==> config.mk <==
export PLATFORM = sky130hd
export DESIGN_NAME = surf5_spi_flash_seq_flat
export DESIGN_NICKNAME = d
export VERILOG_FILES = /design/src/rtl/surf5_spi_flash_seq_if.sv /design/src/rtl/surf5_spi_flash_seq.sv /design/src/flat_wrapper.sv
export SDC_FILE = /design/constraint.sdc
export NUM_CORES = 1
export LEC_CHECK = 0
export ABC_AREA = 1
export BUFFER_PORTS_ARGS = -buffer_cell sky130_fd_sc_hd__buf_2
export CELL_PAD_IN_SITES_DETAIL_PLACEMENT = 0
export CELL_PAD_IN_SITES_GLOBAL_PLACEMENT = 1
export CORE_MARGIN = 2
export CORE_UTILIZATION = 45
export DETAILED_ROUTE_END_ITERATION = 7
export PLACE_DENSITY = 0.83
export SKIP_LAST_GASP = 1
export SLEW_MARGIN = 10
export SYNTH_ARGS = -nofsm -noshare
export SYNTH_HDL_FRONTEND = slang
export SYNTH_SLANG_ARGS = --single-unit
==> constraint.sdc <==
create_clock -name clk_i -period 5.73 [get_ports clk_i]
set_input_delay 1.146 -clock clk_i [delete_from_list [all_inputs] [get_ports clk_i]]
set_output_delay 1.146 -clock clk_i [all_outputs]
set_load 0.1 [all_outputs]
==> src/rtl/surf5_spi_flash_seq_if.sv <==
// Signal bundle between the SURF5 flash command sequencer, its command/read-stream
// clients and the simple SPI core's WISHBONE slave port.
interface surf5_spi_flash_seq_if;
    logic        cmd_valid_i;
    logic        cmd_ready_o;
    logic [7:0]  cmd_opcode_i;
    logic [23:0] cmd_addr_i;
    logic        cmd_addr_en_i;
    logic [1:0]  cmd_dummy_i;
    logic [8:0]  cmd_len_i;
    logic [7:0]  rd_data_o;
    logic        rd_valid_o;
    logic        rd_ready_i;
    logic        done_o;
    logic        err_o;
    logic        cs_o;
    logic        m_cyc_o;
    logic        m_stb_o;
    logic        m_we_o;
    logic [1:0]  m_adr_o;
    logic [7:0]  m_dat_o;
    logic [7:0]  m_dat_i;
    logic        m_ack_i;

    modport master (
        input  cmd_valid_i, cmd_opcode_i, cmd_addr_i, cmd_addr_en_i, cmd_dummy_i, cmd_len_i,
        input  rd_ready_i, m_dat_i, m_ack_i,
        output cmd_ready_o, rd_data_o, rd_valid_o, done_o, err_o, cs_o,
        output m_cyc_o, m_stb_o, m_we_o, m_adr_o, m_dat_o
    );

    modport slave (
        output cmd_valid_i, cmd_opcode_i, cmd_addr_i, cmd_addr_en_i, cmd_dummy_i, cmd_len_i,
        output rd_ready_i, m_dat_i, m_ack_i,
        input  cmd_ready_o, rd_data_o, rd_valid_o, done_o, err_o, cs_o,
        input  m_cyc_o, m_stb_o, m_we_o, m_adr_o, m_dat_o
    );
endinterface

==> src/rtl/surf5_spi_flash_seq.sv <==
// SURF5 SPI flash command sequencer: expands one flash command into byte transfers on the
// simple SPI core's WISHBONE port, drives the flash select and streams read bytes back.
module surf5_spi_flash_seq #(
    parameter logic [7:0]  SPCR_INIT  = 8'h50,
    parameter int unsigned POLL_LIMIT = 1024,
    parameter int unsigned ACK_LIMIT  = 16
) (
    input  logic                  clk_i,
    input  logic                  rst_i,
    surf5_spi_flash_seq_if.master io
);

    // state    | meaning
    // IDLE     | accepting a command
    // SPCR     | warm-up: writing the SPI control register
    // CSON     | raising flash select before the opcode
    // WR       | bus write of the tx byte to SPDR
    // POLL     | bus reads of SPSR until the rx FIFO is not empty
    // RDDR     | bus read of SPDR, rx byte captured
    // HOLD     | read byte presented, waiting for rd_ready_i
    // CSOFF    | flash select low, done pulse (normal end or abort)
    typedef enum logic [2:0] {
        ST_IDLE, ST_SPCR, ST_CSON, ST_WR, ST_POLL, ST_RDDR, ST_HOLD, ST_CSOFF
    } state_t;

    typedef enum logic [2:0] {
        STG_WARM, STG_OPC, STG_ADDR, STG_DUMMY, STG_DATA
    } stage_t;

    localparam int unsigned PW = $clog2(POLL_LIMIT + 1);
    localparam int unsigned AW = $clog2(ACK_LIMIT + 1);
    localparam logic [PW-1:0] POLL_LOAD = PW'(POLL_LIMIT - 1);
    localparam logic [AW-1:0] ACK_LOAD  = AW'(ACK_LIMIT - 1);
    localparam logic [1:0] A_SPCR = 2'd0;
    localparam logic [1:0] A_SPSR = 2'd1;
    localparam logic [1:0] A_SPDR = 2'd2;

    state_t        state_q, state_d;
    stage_t        stage_q, stage_d;
    logic          gap_q, gap_d;
    logic [1:0]    cnt_q, cnt_d;
    logic [8:0]    rem_q, rem_d;
    logic [PW-1:0] poll_q, poll_d;
    logic [AW-1:0] ack_tmr_q, ack_tmr_d;
    logic          cs_q, cs_d;
    logic          err_q, err_d;
    logic          warm_q, warm_d;
    logic          rd_valid_q, rd_valid_d;
    logic [7:0]    rd_data_q, rd_data_d;
    logic [7:0]    opc_q, opc_d;
    logic [23:0]   addr_q, addr_d;
    logic          addr_en_q, addr_en_d;
    logic [1:0]    dummy_q, dummy_d;

    logic          bus_st;
    logic          cyc;
    logic          ack;
    logic          ack_to;
    logic          abort;
    logic          advance;
    logic [7:0]    tx_byte;
    logic          m_we;
    logic [1:0]    m_adr;
    logic [7:0]    m_dat;

    // gap_q holds the bus idle for one cycle after every acknowledged access
    assign bus_st = (state_q == ST_SPCR) || (state_q == ST_WR) ||
                    (state_q == ST_POLL) || (state_q == ST_RDDR);
    assign cyc    = bus_st & ~gap_q;
    assign ack    = cyc & io.m_ack_i;
    assign ack_to = cyc & ~io.m_ack_i & (ack_tmr_q == '0);

    always_comb begin
        tx_byte = 8'hFF;
        if (stage_q == STG_OPC) begin
            tx_byte = opc_q;
        end else if (stage_q == STG_ADDR) begin
            case (cnt_q)
                2'd0:    tx_byte = addr_q[23:16];
                2'd1:    tx_byte = addr_q[15:8];
                default: tx_byte = addr_q[7:0];
            endcase
        end
    end

    always_comb begin
        m_we  = 1'b0;
        m_adr = 2'd0;
        m_dat = 8'h00;
        if (cyc) begin
            case (state_q)
                ST_SPCR: begin m_we = 1'b1; m_adr = A_SPCR; m_dat = SPCR_INIT; end
                ST_WR:   begin m_we = 1'b1; m_adr = A_SPDR; m_dat = tx_byte;   end
                ST_POLL: m_adr = A_SPSR;
                ST_RDDR: m_adr = A_SPDR;
                default: ;
            endcase
        end
    end

    always_comb begin
        state_d    = state_q;
        stage_d    = stage_q;
        gap_d      = 1'b0;
        cnt_d      = cnt_q;
        rem_d      = rem_q;
        poll_d     = poll_q;
        cs_d       = cs_q;
        err_d      = err_q;
        warm_d     = warm_q;
        rd_valid_d = rd_valid_q;
        rd_data_d  = rd_data_q;
        opc_d      = opc_q;
        addr_d     = addr_q;
        addr_en_d  = addr_en_q;
        dummy_d    = dummy_q;
        abort      = ack_to;
        advance    = 1'b0;
        ack_tmr_d  = ACK_LOAD;
        if (cyc && !io.m_ack_i) ack_tmr_d = ack_tmr_q - 1'b1;

        case (state_q)
            ST_IDLE: begin
                if (io.cmd_valid_i) begin
                    opc_d     = io.cmd_opcode_i;
                    addr_d    = io.cmd_addr_i;
                    addr_en_d = io.cmd_addr_en_i;
                    dummy_d   = io.cmd_dummy_i;
                    rem_d     = io.cmd_len_i;
                    err_d     = 1'b0;
                    if (!warm_q) begin
                        state_d = ST_SPCR;
                        stage_d = STG_WARM;
                    end else begin
                        state_d = ST_CSON;
                    end
                end
            end
            ST_SPCR: begin
                if (ack) begin
                    state_d = ST_WR;
                    gap_d   = 1'b1;
                end
            end
            ST_CSON: begin
                cs_d    = 1'b1;
                stage_d = STG_OPC;
                state_d = ST_WR;
            end
            ST_WR: begin
                if (ack) begin
                    state_d = ST_POLL;
                    gap_d   = 1'b1;
                    poll_d  = POLL_LOAD;
                end
            end
            ST_POLL: begin
                if (ack) begin
                    gap_d = 1'b1;
                    if (!io.m_dat_i[0]) begin
                        state_d = ST_RDDR;
                    end else if (poll_q == '0) begin
                        abort = 1'b1;
                    end else begin
                        poll_d = poll_q - 1'b1;
                    end
                end
            end
            ST_RDDR: begin
                if (ack) begin
                    case (stage_q)
                        STG_WARM: begin
                            warm_d  = 1'b1;
                            state_d = ST_CSON;
                        end
                        STG_OPC: advance = 1'b1;
                        STG_ADDR: begin
                            if (cnt_q == 2'd2) advance = 1'b1;
                            else begin
                                cnt_d   = cnt_q + 2'd1;
                                state_d = ST_WR;
                                gap_d   = 1'b1;
                            end
                        end
                        STG_DUMMY: begin
                            if (cnt_q == 2'd1) advance = 1'b1;
                            else begin
                                cnt_d   = cnt_q - 2'd1;
                                state_d = ST_WR;
                                gap_d   = 1'b1;
                            end
                        end
                        default: begin
                            state_d    = ST_HOLD;
                            rd_valid_d = 1'b1;
                            rd_data_d  = io.m_dat_i;
                        end
                    endcase
                end
            end
            ST_HOLD: begin
                if (io.rd_ready_i) begin
                    rd_valid_d = 1'b0;
                    rem_d      = rem_q - 9'd1;
                    if (rem_q == 9'd1) begin
                        state_d = ST_CSOFF;
                        cs_d    = 1'b0;
                    end else begin
                        state_d = ST_WR;
                    end
                end
            end
            ST_CSOFF: begin
                cs_d    = 1'b0;
                state_d = ST_IDLE;
            end
            default: state_d = ST_IDLE;
        endcase

        // header phase finished: pick the next phase that has work left
        if (advance) begin
            state_d = ST_WR;
            gap_d   = 1'b1;
            if (stage_q == STG_OPC && addr_en_q) begin
                stage_d = STG_ADDR;
                cnt_d   = 2'd0;
            end else if (stage_q != STG_DUMMY && dummy_q != 2'd0) begin
                stage_d = STG_DUMMY;
                cnt_d   = dummy_q;
            end else if (rem_q != 9'd0) begin
                stage_d = STG_DATA;
            end else begin
                state_d = ST_CSOFF;
                cs_d    = 1'b0;
            end
        end

        if (abort) begin
            state_d    = ST_CSOFF;
            cs_d       = 1'b0;
            err_d      = 1'b1;
            rd_valid_d = 1'b0;
        end
    end

    always_ff @(posedge clk_i or negedge rst_i) begin
        if (!rst_i) begin
            state_q    <= ST_IDLE;
            stage_q    <= STG_WARM;
            gap_q      <= 1'b0;
            cnt_q      <= 2'd0;
            rem_q      <= 9'd0;
            poll_q     <= '0;
            ack_tmr_q  <= ACK_LOAD;
            cs_q       <= 1'b0;
            err_q      <= 1'b0;
            warm_q     <= 1'b0;
            rd_valid_q <= 1'b0;
            rd_data_q  <= 8'h00;
            opc_q      <= 8'h00;
            addr_q     <= 24'h0;
            addr_en_q  <= 1'b0;
            dummy_q    <= 2'd0;
        end else begin
            state_q    <= state_d;
            stage_q    <= stage_d;
            gap_q      <= gap_d;
            cnt_q      <= cnt_d;
            rem_q      <= rem_d;
            poll_q     <= poll_d;
            ack_tmr_q  <= ack_tmr_d;
            cs_q       <= cs_d;
            err_q      <= err_d;
            warm_q     <= warm_d;
            rd_valid_q <= rd_valid_d;
            rd_data_q  <= rd_data_d;
            opc_q      <= opc_d;
            addr_q     <= addr_d;
            addr_en_q  <= addr_en_d;
            dummy_q    <= dummy_d;
        end
    end

    assign io.cmd_ready_o = (state_q == ST_IDLE);
    assign io.done_o      = (state_q == ST_CSOFF);
    assign io.err_o       = err_q;
    assign io.cs_o        = cs_q;
    assign io.rd_valid_o  = rd_valid_q;
    assign io.rd_data_o   = rd_data_q;
    assign io.m_cyc_o     = cyc;
    assign io.m_stb_o     = cyc;
    assign io.m_we_o      = m_we;
    assign io.m_adr_o     = m_adr;
    assign io.m_dat_o     = m_dat;

endmodule

==> src/flat_wrapper.sv <==
// flat-port wrapper written by rule: the top's interface ports become plain ports
module surf5_spi_flash_seq_flat 
#(
    parameter logic [7:0]  SPCR_INIT  = 8'h50,
    parameter int unsigned POLL_LIMIT = 1024,
    parameter int unsigned ACK_LIMIT  = 16
)
  (clk_i, rst_i, io_cmd_valid_i, io_cmd_opcode_i, io_cmd_addr_i, io_cmd_addr_en_i, io_cmd_dummy_i, io_cmd_len_i, io_rd_ready_i, io_m_dat_i, io_m_ack_i, io_cmd_ready_o, io_rd_data_o, io_rd_valid_o, io_done_o, io_err_o, io_cs_o, io_m_cyc_o, io_m_stb_o, io_m_we_o, io_m_adr_o, io_m_dat_o);
  surf5_spi_flash_seq_if io_i ();
  input  logic clk_i;
  input  logic rst_i;
  input wire logic [$bits(io_i.cmd_valid_i)-1:0] io_cmd_valid_i;
  input wire logic [$bits(io_i.cmd_opcode_i)-1:0] io_cmd_opcode_i;
  input wire logic [$bits(io_i.cmd_addr_i)-1:0] io_cmd_addr_i;
  input wire logic [$bits(io_i.cmd_addr_en_i)-1:0] io_cmd_addr_en_i;
  input wire logic [$bits(io_i.cmd_dummy_i)-1:0] io_cmd_dummy_i;
  input wire logic [$bits(io_i.cmd_len_i)-1:0] io_cmd_len_i;
  input wire logic [$bits(io_i.rd_ready_i)-1:0] io_rd_ready_i;
  input wire logic [$bits(io_i.m_dat_i)-1:0] io_m_dat_i;
  input wire logic [$bits(io_i.m_ack_i)-1:0] io_m_ack_i;
  output wire logic [$bits(io_i.cmd_ready_o)-1:0] io_cmd_ready_o;
  output wire logic [$bits(io_i.rd_data_o)-1:0] io_rd_data_o;
  output wire logic [$bits(io_i.rd_valid_o)-1:0] io_rd_valid_o;
  output wire logic [$bits(io_i.done_o)-1:0] io_done_o;
  output wire logic [$bits(io_i.err_o)-1:0] io_err_o;
  output wire logic [$bits(io_i.cs_o)-1:0] io_cs_o;
  output wire logic [$bits(io_i.m_cyc_o)-1:0] io_m_cyc_o;
  output wire logic [$bits(io_i.m_stb_o)-1:0] io_m_stb_o;
  output wire logic [$bits(io_i.m_we_o)-1:0] io_m_we_o;
  output wire logic [$bits(io_i.m_adr_o)-1:0] io_m_adr_o;
  output wire logic [$bits(io_i.m_dat_o)-1:0] io_m_dat_o;
  assign io_i.cmd_valid_i = io_cmd_valid_i;
  assign io_i.cmd_opcode_i = io_cmd_opcode_i;
  assign io_i.cmd_addr_i = io_cmd_addr_i;
  assign io_i.cmd_addr_en_i = io_cmd_addr_en_i;
  assign io_i.cmd_dummy_i = io_cmd_dummy_i;
  assign io_i.cmd_len_i = io_cmd_len_i;
  assign io_i.rd_ready_i = io_rd_ready_i;
  assign io_i.m_dat_i = io_m_dat_i;
  assign io_i.m_ack_i = io_m_ack_i;
  assign io_cmd_ready_o = io_i.cmd_ready_o;
  assign io_rd_data_o = io_i.rd_data_o;
  assign io_rd_valid_o = io_i.rd_valid_o;
  assign io_done_o = io_i.done_o;
  assign io_err_o = io_i.err_o;
  assign io_cs_o = io_i.cs_o;
  assign io_m_cyc_o = io_i.m_cyc_o;
  assign io_m_stb_o = io_i.m_stb_o;
  assign io_m_we_o = io_i.m_we_o;
  assign io_m_adr_o = io_i.m_adr_o;
  assign io_m_dat_o = io_i.m_dat_o;
  surf5_spi_flash_seq #(.SPCR_INIT(SPCR_INIT), .POLL_LIMIT(POLL_LIMIT), .ACK_LIMIT(ACK_LIMIT)) u_core (.clk_i(clk_i), .rst_i(rst_i), .io(io_i));
endmodule
==> Yosys cells after proc, flatten, opt, wreduce, memory -nomap -nowiden <==
Index checks and enable logic that the tools add are counted.
{ "word_totals": {"reg_bits": 81, "output_inout_bits": 26, "word_cells": 175} }
{ "op_classes": {"add_sub_neg": 5, "n_eq_ne": 33, "bitwise_logic": 7, "n_reduce_logical": 31, "n_mux": 83} }
{ "ops": {"columns": ["op", "n"], "rows": [
  ["$mux W3", 21],
  ["$mux W11", 4],
  ["$pmux W8 S2", 2],
  ["$mux W1", 29],
  ["$mux W8", 3],
  ["$pmux W3 S8", 1],
  ["$pmux W11 S2", 1],
  ["$mux W2", 9],
  ["$mux W9", 2],
  ["$pmux W9 S2", 1],
  ["$ne A4 B1 Y1 const B", 4],
  ["$ne A4 B2 Y1 const B", 4],
  ["$eq A3 B2 Y1 const B", 4],
  ["$eq A3 B3 Y1 const B", 4],
  ["$pmux W3 S4", 1],
  ["$logic_not A11 Y1", 1],
  ["$sub A11 B1 Y11 const B", 1],
  ["$ne A5 B3 Y1 const B", 2],
  ["$reduce_and A10 Y1", 1],
  ["$reduce_bool A2 Y1", 5],
  ["$eq A9 B1 Y1 const B", 1],
  ["$ne A3 B2 Y1 const B", 3],
  ["$reduce_and A3 Y1", 3],
  ["$reduce_bool A9 Y1", 1],
  ["other kinds (30)", 51]
]} }

==> Logic depth before layout (Yosys ltp) <==
Gate-level depths: netlist of run 1.
{ "logic_depth": {"word_depth": 13, "mapped_depth": 11, "ltp_nobuf": 10} }

==> Least setup slack after synthesis of run 1 <==
No wires, ideal clock.
{ "synth_path": {"path_type": "reg-to-output", "startpoint": "register u_core.state_q[2]", "endpoint": "output port io_m_dat_o[0]", "required_ns": 4.584, "setup_slack_ns": -0.721, "arrival_time_ns": 5.305, "stages_incl_launch_ff": 5, "path_cell_list": "dfrtp_1 > buf_6 > nor3_1 > nand2_1 > nor3_1"} }
{ "synth_between": {"elab_chain_len": 6} }
{ "synth_lines": {"columns": ["element", "line", "text"], "rows": [
  ["start: declaration", "surf5_spi_flash_seq.sv:38", "state_t state_q, state_d;"],
  ["start signal: assignment", "surf5_spi_flash_seq.sv:265", "state_q <= state_d;"],
  ["$eq A3 B1 Y1 / $eq A3 B2 Y1 (equally long branches)", "surf5_spi_flash_seq.sv:67, surf5_spi_flash_seq.sv:91", null],
  ["$logic_or A1 B1 Y1 (2 in a row)", "surf5_spi_flash_seq.sv:67", "assign bus_st = (state_q == ST_SPCR) || (state_q == ST_WR) ||"],
  ["$logic_or A1 B1 Y1", "surf5_spi_flash_seq.sv:68", "(state_q == ST_POLL) || (state_q == ST_RDDR);"],
  ["$and A1 B1 Y1", "surf5_spi_flash_seq.sv:69", "assign cyc = bus_st & ~gap_q;"],
  ["$mux W8 *", "surf5_spi_flash_seq.sv:90", "if (cyc) begin"],
  ["end: declaration", "flat_wrapper.sv:31", "output wire logic [$bits(io_i.m_dat_o)-1:0] io_m_dat_o;"]
]} }
Mark *: on every way between the ends. The rest lies on a longest branch, timed or not.

==> Final worst setup path of run 1 <==
{ "layout_path": {"startpoint": "register u_core.cnt_q[0]", "endpoint": "output port io_m_dat_o[4]"} }
{ "layout_between": {"elab_chain_len": 6} }
{ "layout_lines": {"columns": ["element", "line", "text"], "rows": [
  ["start: declaration", "surf5_spi_flash_seq.sv:41", "logic [1:0] cnt_q, cnt_d;"],
  ["start signal: assignment", "surf5_spi_flash_seq.sv:268", "cnt_q <= cnt_d;"],
  ["$eq A2 B1 Y1 / $logic_not A2 Y1 (equally long branches)", "surf5_spi_flash_seq.sv:78", "case (cnt_q)"],
  ["$pmux W8 S2 *", "surf5_spi_flash_seq.sv:78", null],
  ["$mux W8 *", "surf5_spi_flash_seq.sv:77", "end else if (stage_q == STG_ADDR) begin"],
  ["$mux W8 *", "surf5_spi_flash_seq.sv:75", "if (stage_q == STG_OPC) begin"],
  ["$pmux W8 S2 *", "surf5_spi_flash_seq.sv:91", "case (state_q)"],
  ["$mux W8 *", "surf5_spi_flash_seq.sv:90", null]
]} }
Marks and branches as above.

==> results of run 1 <==
state kept, by name, indices dropped and copies added, names as in the netlist:
register              cells
u_core.addr_q            24
u_core.ack_tmr_q          5
u_core.stage_q            3
u_core.state_q            3
u_core.gap_q              1
u_core.io.cs_o            1
u_core.addr_en_q          1
u_core.poll_q            11
u_core.opc_q              8
u_core.io.rd_valid_o      1
u_core.io.err_o           1
u_core.warm_q             1
u_core.rem_q              9
u_core.cnt_q              2
u_core.dummy_q            2
u_core.io.rd_data_o       8
logic make-up after synthesis:
family                     after synthesis
AOI/OAI and AO/OA                       78
xor gates and xnor gates                14
adders and majority gates               10
buffers and inverters                   80
DFF                                     81
muxes                                    7
and+or+nand+nor                        310
path summary, 6_finish.rpt:
path | slack [ns] | endpoint
worst max-delay path | 1.95 | io_m_dat_o[4]
worst min-delay path | 0.46 | u_core.ack_tmr_q[0]
worst max register to register | 3.05 | u_core.rem_q[5]
worst min register to register | 0.46 | u_core.ack_tmr_q[0]
max in group asynchronous | 4.11 | u_core.io.err_o
min in group asynchronous | 0.96 | u_core.rem_q[3]
worst max-delay path, delay by kind of cell (launching register included):
| kind | cells | cell delay (ns) |
|---|---|---|
| compound gates | 2 | 0.34 |
| fa+ha+maj | 1 | 0.31 |
| buf+inv | 3 | 0.76 |
| flops | 1 | 0.40 |
| simple gates | 3 | 0.46 |
power groups by stage:
stage	Combinational (W)	Clock [W]	Sequential, W
floorplan	0.00128	0	0.000971
global placement	0.00149	0	0.00101
detailed placement	0.00152	0	0.00101
CTS	0.00152	0.000443	0.00101
global route	0.00168	0.000468	0.00104
finish	0.00151	0.000431	0.00101
layout make-up:
cell class	count	area share
Clock inverter	6	0.01262
Clock buffer	10	0.02571
Sequential cell	81	0.3796
Timing Repair Buffer	82	0.07714
Tap cell	136	0.03179
Multi-Input combinational cell	419	0.4282
Inverter	62	0.04488
synthesized netlist by cell type (all sizes together), types with 9 or more instances:
master,n,share of area
nand2,198,0.17
inv,62,0.051
nor2,58,0.059
o21ai,39,0.047
nand4,10,0.021
nor3,18,0.019
buf,11,0.018
dfrtp,77,0.41
xor2,13,0.024
a21oi,9,0.0096
ha,10,0.027
nand3,23,0.030
layer usage:
metal | track usage | vias to the layer above | share of wire
met1 | 0.3030 | 1822 | 0.48
met2 | 0.3318 | 90 | 0.45
met5 | 0 | - | 0
met4 | 0.06579 | 0 | 0.016
li1 | - | 2019 | -
met3 | 0.04721 | 12 | 0.051
through the flow:
step / instances / hold slack, ns
after detailed placement: 780 / 0.4428
after CTS: 796 / 0.4605
final: 796 / 0.4602
after global routing: 796 / 0.4861
after floorplan: 580 / 0.4285
after global placement: 780 / 0.4362
cell usage in the layout (no fill, tap or decap), types with 7 or more instances in the layout:
cell | netlist | final
a21oi_1 | 9 | 9
a22o_1 | 7 | 7
buf_2 | 5 | 81
clkbuf_8 | 0 | 10
dfrtp_1 | 77 | 77
ha_1 | 10 | 10
inv_1 | 57 | 57
mux2_4 | 7 | 7
nand2_1 | 191 | 191
nand3_1 | 21 | 21
nand4_1 | 7 | 7
nor2_1 | 50 | 50
nor3_1 | 18 | 18
o21ai_0 | 25 | 25
o21ai_1 | 8 | 8
xor2_1 | 13 | 13
==> run metrics, run 1 <==
vias in the first global route=between 3,000 and 4,000; Tot Pwr=~0.0029 W; reg2reg path depth=6; area occupied by multi-input gates=2292 µm²; CP startpoint=u_core.cnt_q[0]; clk buf depth=2; Wirelength per Cell=approximately 14 µm; TritonCTS sink count=81; first-pass GRT wire length=roughly 19,000 µm; final core occ=0.5256; critical path class=reg -> out; pre-CTS setup slack=2.382 ns; clock transition time at the flip-flop clock pins of the worst setup and hold paths=0.09 ns; antenna violations before repair=0; H-tree lvl count=3; CP Max Fanout=10; simple-gate share of the synthesized area=0.3053; mux share of post-synthesis cell area=0.02248; Routability Congestion=roughly 0.86; Comb power frac=0.512; Final Max Tran Viols=0; hold buffers post-CTS=0; Sw Pwr=approximately 0.0015 W; hold path startpoint=u_core.ack_tmr_q[0]; Arrival @ worst endpoint=approximately 2.6 ns; cells after synthesis=between 500 and 600; period utilisation layout=0.6598; Die Wd=approximately 110 µm; async set-reset flop share out of synthesis=1.000; mean area per synthesized cell=roughly 8 µm²; Routed Antenna Nets=0; EDFF count, synth=0; synthesis warning total=0; chip height=105.9 µm; GRT overflow=0; register area=approximately 2000 µm²; Reg2Reg Launch Point=u_core.state_q[1]; # diodes=0; DRC errors left=0; Setup TNS=0 ns; Hold Crit Depth=1; Via Count=between 3,000 and 4,000; CP Launch Type=flop; FF+latch count, synth=81; postcts setup bufs=0; min Tclk post-route=3.781 ns; GRT Overall Usage=0.2146; Worst slew margin=0.3083; core area=between 10,000 and 15,000 µm²; Post-DP Area=slightly above 5000 µm²; Main synth FF type=dfrtp_1; drt total wl=approximately 11,000 µm; Netlist cell types=46; Detailed Place HPWL=~8300 µm; Post-CTS Resized=0; Post-Synth Adder-Cell Area=0.02676; max incr delay on CP=roughly 0.46 ns; critical path required time=approximately 4.6 ns; Clock Latency Late Sink=approximately 0.36 ns; io pins=83; Slew @ Worst Pin=between 1 and 1.5 ns; crit-path most repeated cell=inv_1; First-pass DRT Iterations=4; fmax=around 260 MHz; main combinational cell family by area after synthesis=simple AND/OR/NAND/NOR gates; die area=between 10,000 and 15,000 µm²; number of CTS-inserted buffers=9; root buffer cell=clkbuf_8; Internal Pwr Total=0.001420 W; Seq pwr share=0.342; Synth Area in XOR/XNOR=0.02622; Hold Crit Class=reg -> reg; Static Leak=2.855 nW; pwr dens=~550 nW/µm²; slowest library cell on the worst path=buf_2; final hold viol count=0; Final setup viols=0; syn nets=647; outcome=complete, no violations; Worst VDD drop=447.0 µV; vias per cell=between 4 and 5; largest net degree at the start of global routing=82; Iteration-0 DRC Markers=between 200 and 250; Crit. End Element=primary output; CP cell instances=inv_1 > ha_1 > or2_2 > inv_1 > nand2_1 > nand4_1 > o311ai_0 > a21oi_1 > buf_2; Worst Clk Skew=0.005431 ns; maxcap violations=0; Sw Share=0.5178; register area share after synthesis=0.4346; filler instances=between 1,000 and 1,500; Row Count=37; input/output buffers=82; area added between synthesis and finish=14.48%; nets=roughly 720; Synth Area in Compound Gates=0.1094; post-route setup slack=~2 ns; share of cells above drive strength 1=0.2182; starting density of the core=0.4591; RSZ-0062 raised after global routing=no; Post-Syn Area=roughly 4700 µm²; Clock Power Share=0.146; fin area=approximately 5400 µm²; CTS tree=done
Power figures use the tool's default switching activity.
==> inputs of run 2 (changes only) <==
--- a/config.mk
+++ b/config.mk
@@ -10,9 +10,9 @@
 export CELL_PAD_IN_SITES_DETAIL_PLACEMENT = 0
 export CELL_PAD_IN_SITES_GLOBAL_PLACEMENT = 1
 export CORE_MARGIN = 2
-export CORE_UTILIZATION = 45
+export CORE_UTILIZATION = 42
 export DETAILED_ROUTE_END_ITERATION = 7
-export PLACE_DENSITY = 0.83
+export PLACE_DENSITY = 0.78
 export SKIP_LAST_GASP = 1
 export SLEW_MARGIN = 10
 export SYNTH_ARGS = -nofsm -noshare
==> constraint.sdc (replaced) <==
create_clock -name clk_i -period 3.6 [get_ports clk_i]
set_input_delay 0.72 -clock clk_i [delete_from_list [all_inputs] [get_ports clk_i]]
set_output_delay 0.72 -clock clk_i [all_outputs]
set_load 0.1 [all_outputs]
==> run metrics, run 2 (synthesis gave the netlist of run 1 again) <==
outcome=complete, no violations; First-pass DRT Iterations=4; # diodes=0; pwr dens=873.1 nW/µm²; CP Max Fanout=11; metal3 WL=about 600 µm; Final Max Tran Viols=0; Detailed Place HPWL=8620 µm; Setup TNS=0 ns; Wirelength per Cell=14.32 µm; clock transition time at the flip-flop clock pins of the worst setup and hold paths=roughly 0.090 ns; antenna violations before repair=0; most flop-heavy register=u_core.addr_q; Arrival @ worst endpoint=2.62 ns; Tot Pwr=~0.0047 W; Slew @ Worst Pin=around 1.0 ns; Worst slew margin=0.3094; leading cell type in the layout, fill and taps excluded=nand2_1; Comb power frac=0.526; Crit. End Element=primary output; highest metal used=met4; Seq pwr share=0.340; delay-heaviest family, CP=buffers and inverters; DR WL met2=~5200 µm; root buffer cell=clkbuf_8; Hold Crit Class=reg -> reg; input/output buffers=82; critical path required time=between 2 and 3 ns; number of CTS-inserted buffers=9; Internal Pwr Total=0.002236 W; Routability Congestion=~0.82; fmax=between 200 and 300 MHz; Via Count=4,037; CP Launch Type=flop; critical path class=reg -> out; max incr delay on CP=about 0.45 ns; WP buf/inv=3; Sw Pwr=0.002509 W; GRT Overall Usage=0.2055; Post-CTS Resized=0; commonest cells after routing, fill and taps aside=nand2_1, buf_2, dfrtp_1; period utilisation layout=0.9276; DRC errors left=0; GRT overflow=0; area added between synthesis and finish=16.24%; Largest regs=u_core.addr_q (24), u_core.poll_q (11), u_core.rem_q (9); crit-path most repeated cell=inv_1; Iteration-0 DRC Markers=203; RSZ-0062 raised after global routing=no; min Tclk post-route=3.340 ns; vias per cell=between 5 and 6; chip height=109.5 µm; Die Wd=around 110 µm; clk buf depth=2; H-tree lvl count=3; largest net degree at the start of global routing=82; io pins=83; slowest library cell on the worst path=buf_2; die area=approximately 12,000 µm²; Static Leak=2.867 nW; postcts setup bufs=0; nets=about 720; starting density of the core=0.4313; final hold viol count=0; Worst VDD drop=775.7 µV; hold buffers post-CTS=0; drt total wl=between 10,000 and 15,000 µm; first-pass GRT wire length=19,180 µm; CTS tree=done; Sw Share=0.5288; vias in the first global route=roughly 4,000; Row Count=38; maxcap violations=0; max reg flops=24; Routed Antenna Nets=0; core area=10,840 µm²; share of cells above drive strength 1=0.2330; Clock Latency Late Sink=between 0.3 and 0.4 ns; Worst Clk Skew=0.009403 ns; Final setup viols=0; Clock Power Share=0.134; TritonCTS sink count=roughly 80; met1 WL=around 5500 µm; CP cell instances=inv_1 > ha_1 > or2_2 > inv_1 > nand2_1 > nand4_1 > o311ai_0 > a21oi_2 > buf_2
-- run 2: changes by cell type in the layout (fill, tap and decap cells not counted) --
| cell | previous run | this run |
|---|---|---|
| clkinv_4 | 2 | 3 |
| a21oi_1 | 9 | 7 |
| buf_4 | 1 | 2 |
| bufinv_16 | 1 | 0 |
| nor3_4 | 0 | 7 |
| nor3_1 | 18 | 11 |
| inv_6 | 1 | 3 |
| clkinv_2 | 1 | 0 |
| clkinvlp_4 | 2 | 1 |
| a21oi_2 | 0 | 2 |
-- run 2: per-layer routing --
layer  global-route usage  up-vias
li1                     -     2032
met1               0.2902     1889
met4              0.05877        0
met2               0.3219      105
met5                    0        -
met3              0.03972       11
-- run 2: metrics by stage --
step	setup WS, ns	util	cells	cell area, µm²	hold WS [ns]
after CTS	0.2350	0.5014	801	5435	0.4591
after global routing	0.03143	0.5014	801	5435	0.4730
final	0.2605	0.5014	801	5435	0.4559
after global placement	0.7370	0.4840	785	5246	0.4366
after detailed placement	0.6379	0.4840	785	5246	0.4370
after floorplan	0.03442	-	580	4762	0.4244
-- run 2: final timing paths --
check,from,endpoint,slack (ns),cells past startpoint
setup / recovery,u_core.cnt_q[1],io_m_dat_o[6],0.26,9
max in group asynchronous,rst_i,u_core.poll_q[5],2.40,1
min in group asynchronous,rst_i,u_core.rem_q[2],0.55,1
setup reg to reg,u_core.state_q[1],u_core.rem_q[5],1.23,7
hold / removal,u_core.ack_tmr_q[0],u_core.ack_tmr_q[0],0.46,1
hold reg to reg,u_core.ack_tmr_q[0],u_core.ack_tmr_q[0],0.46,1
-- run 2: power by group through the flow --
stage / Sequential (W) / Clock [W] / Combinational [W]
after CTS: 0.00161 / 0.000658 / 0.00251
final: 0.00161 / 0.000636 / 0.00250
after global routing: 0.00166 / 0.000703 / 0.00275
after detailed placement: 0.00163 / 0 / 0.00251
after global placement: 0.00162 / 0 / 0.00248
after floorplan: 0.00155 / 0 / 0.00212
-- run 2: cell type report --
class | count | area [µm²]
Tap cell | 140 | 175.2
Clock buffer | 10 | 137.6
Multi-Input combinational cell | 419 | 2379
Timing Repair Buffer | 83 | 420.4
Clock inverter | 6 | 51.30
Fill cell | 1113 | 5405
Inverter | 62 | 240.2
Sequential cell | 81 | 2032
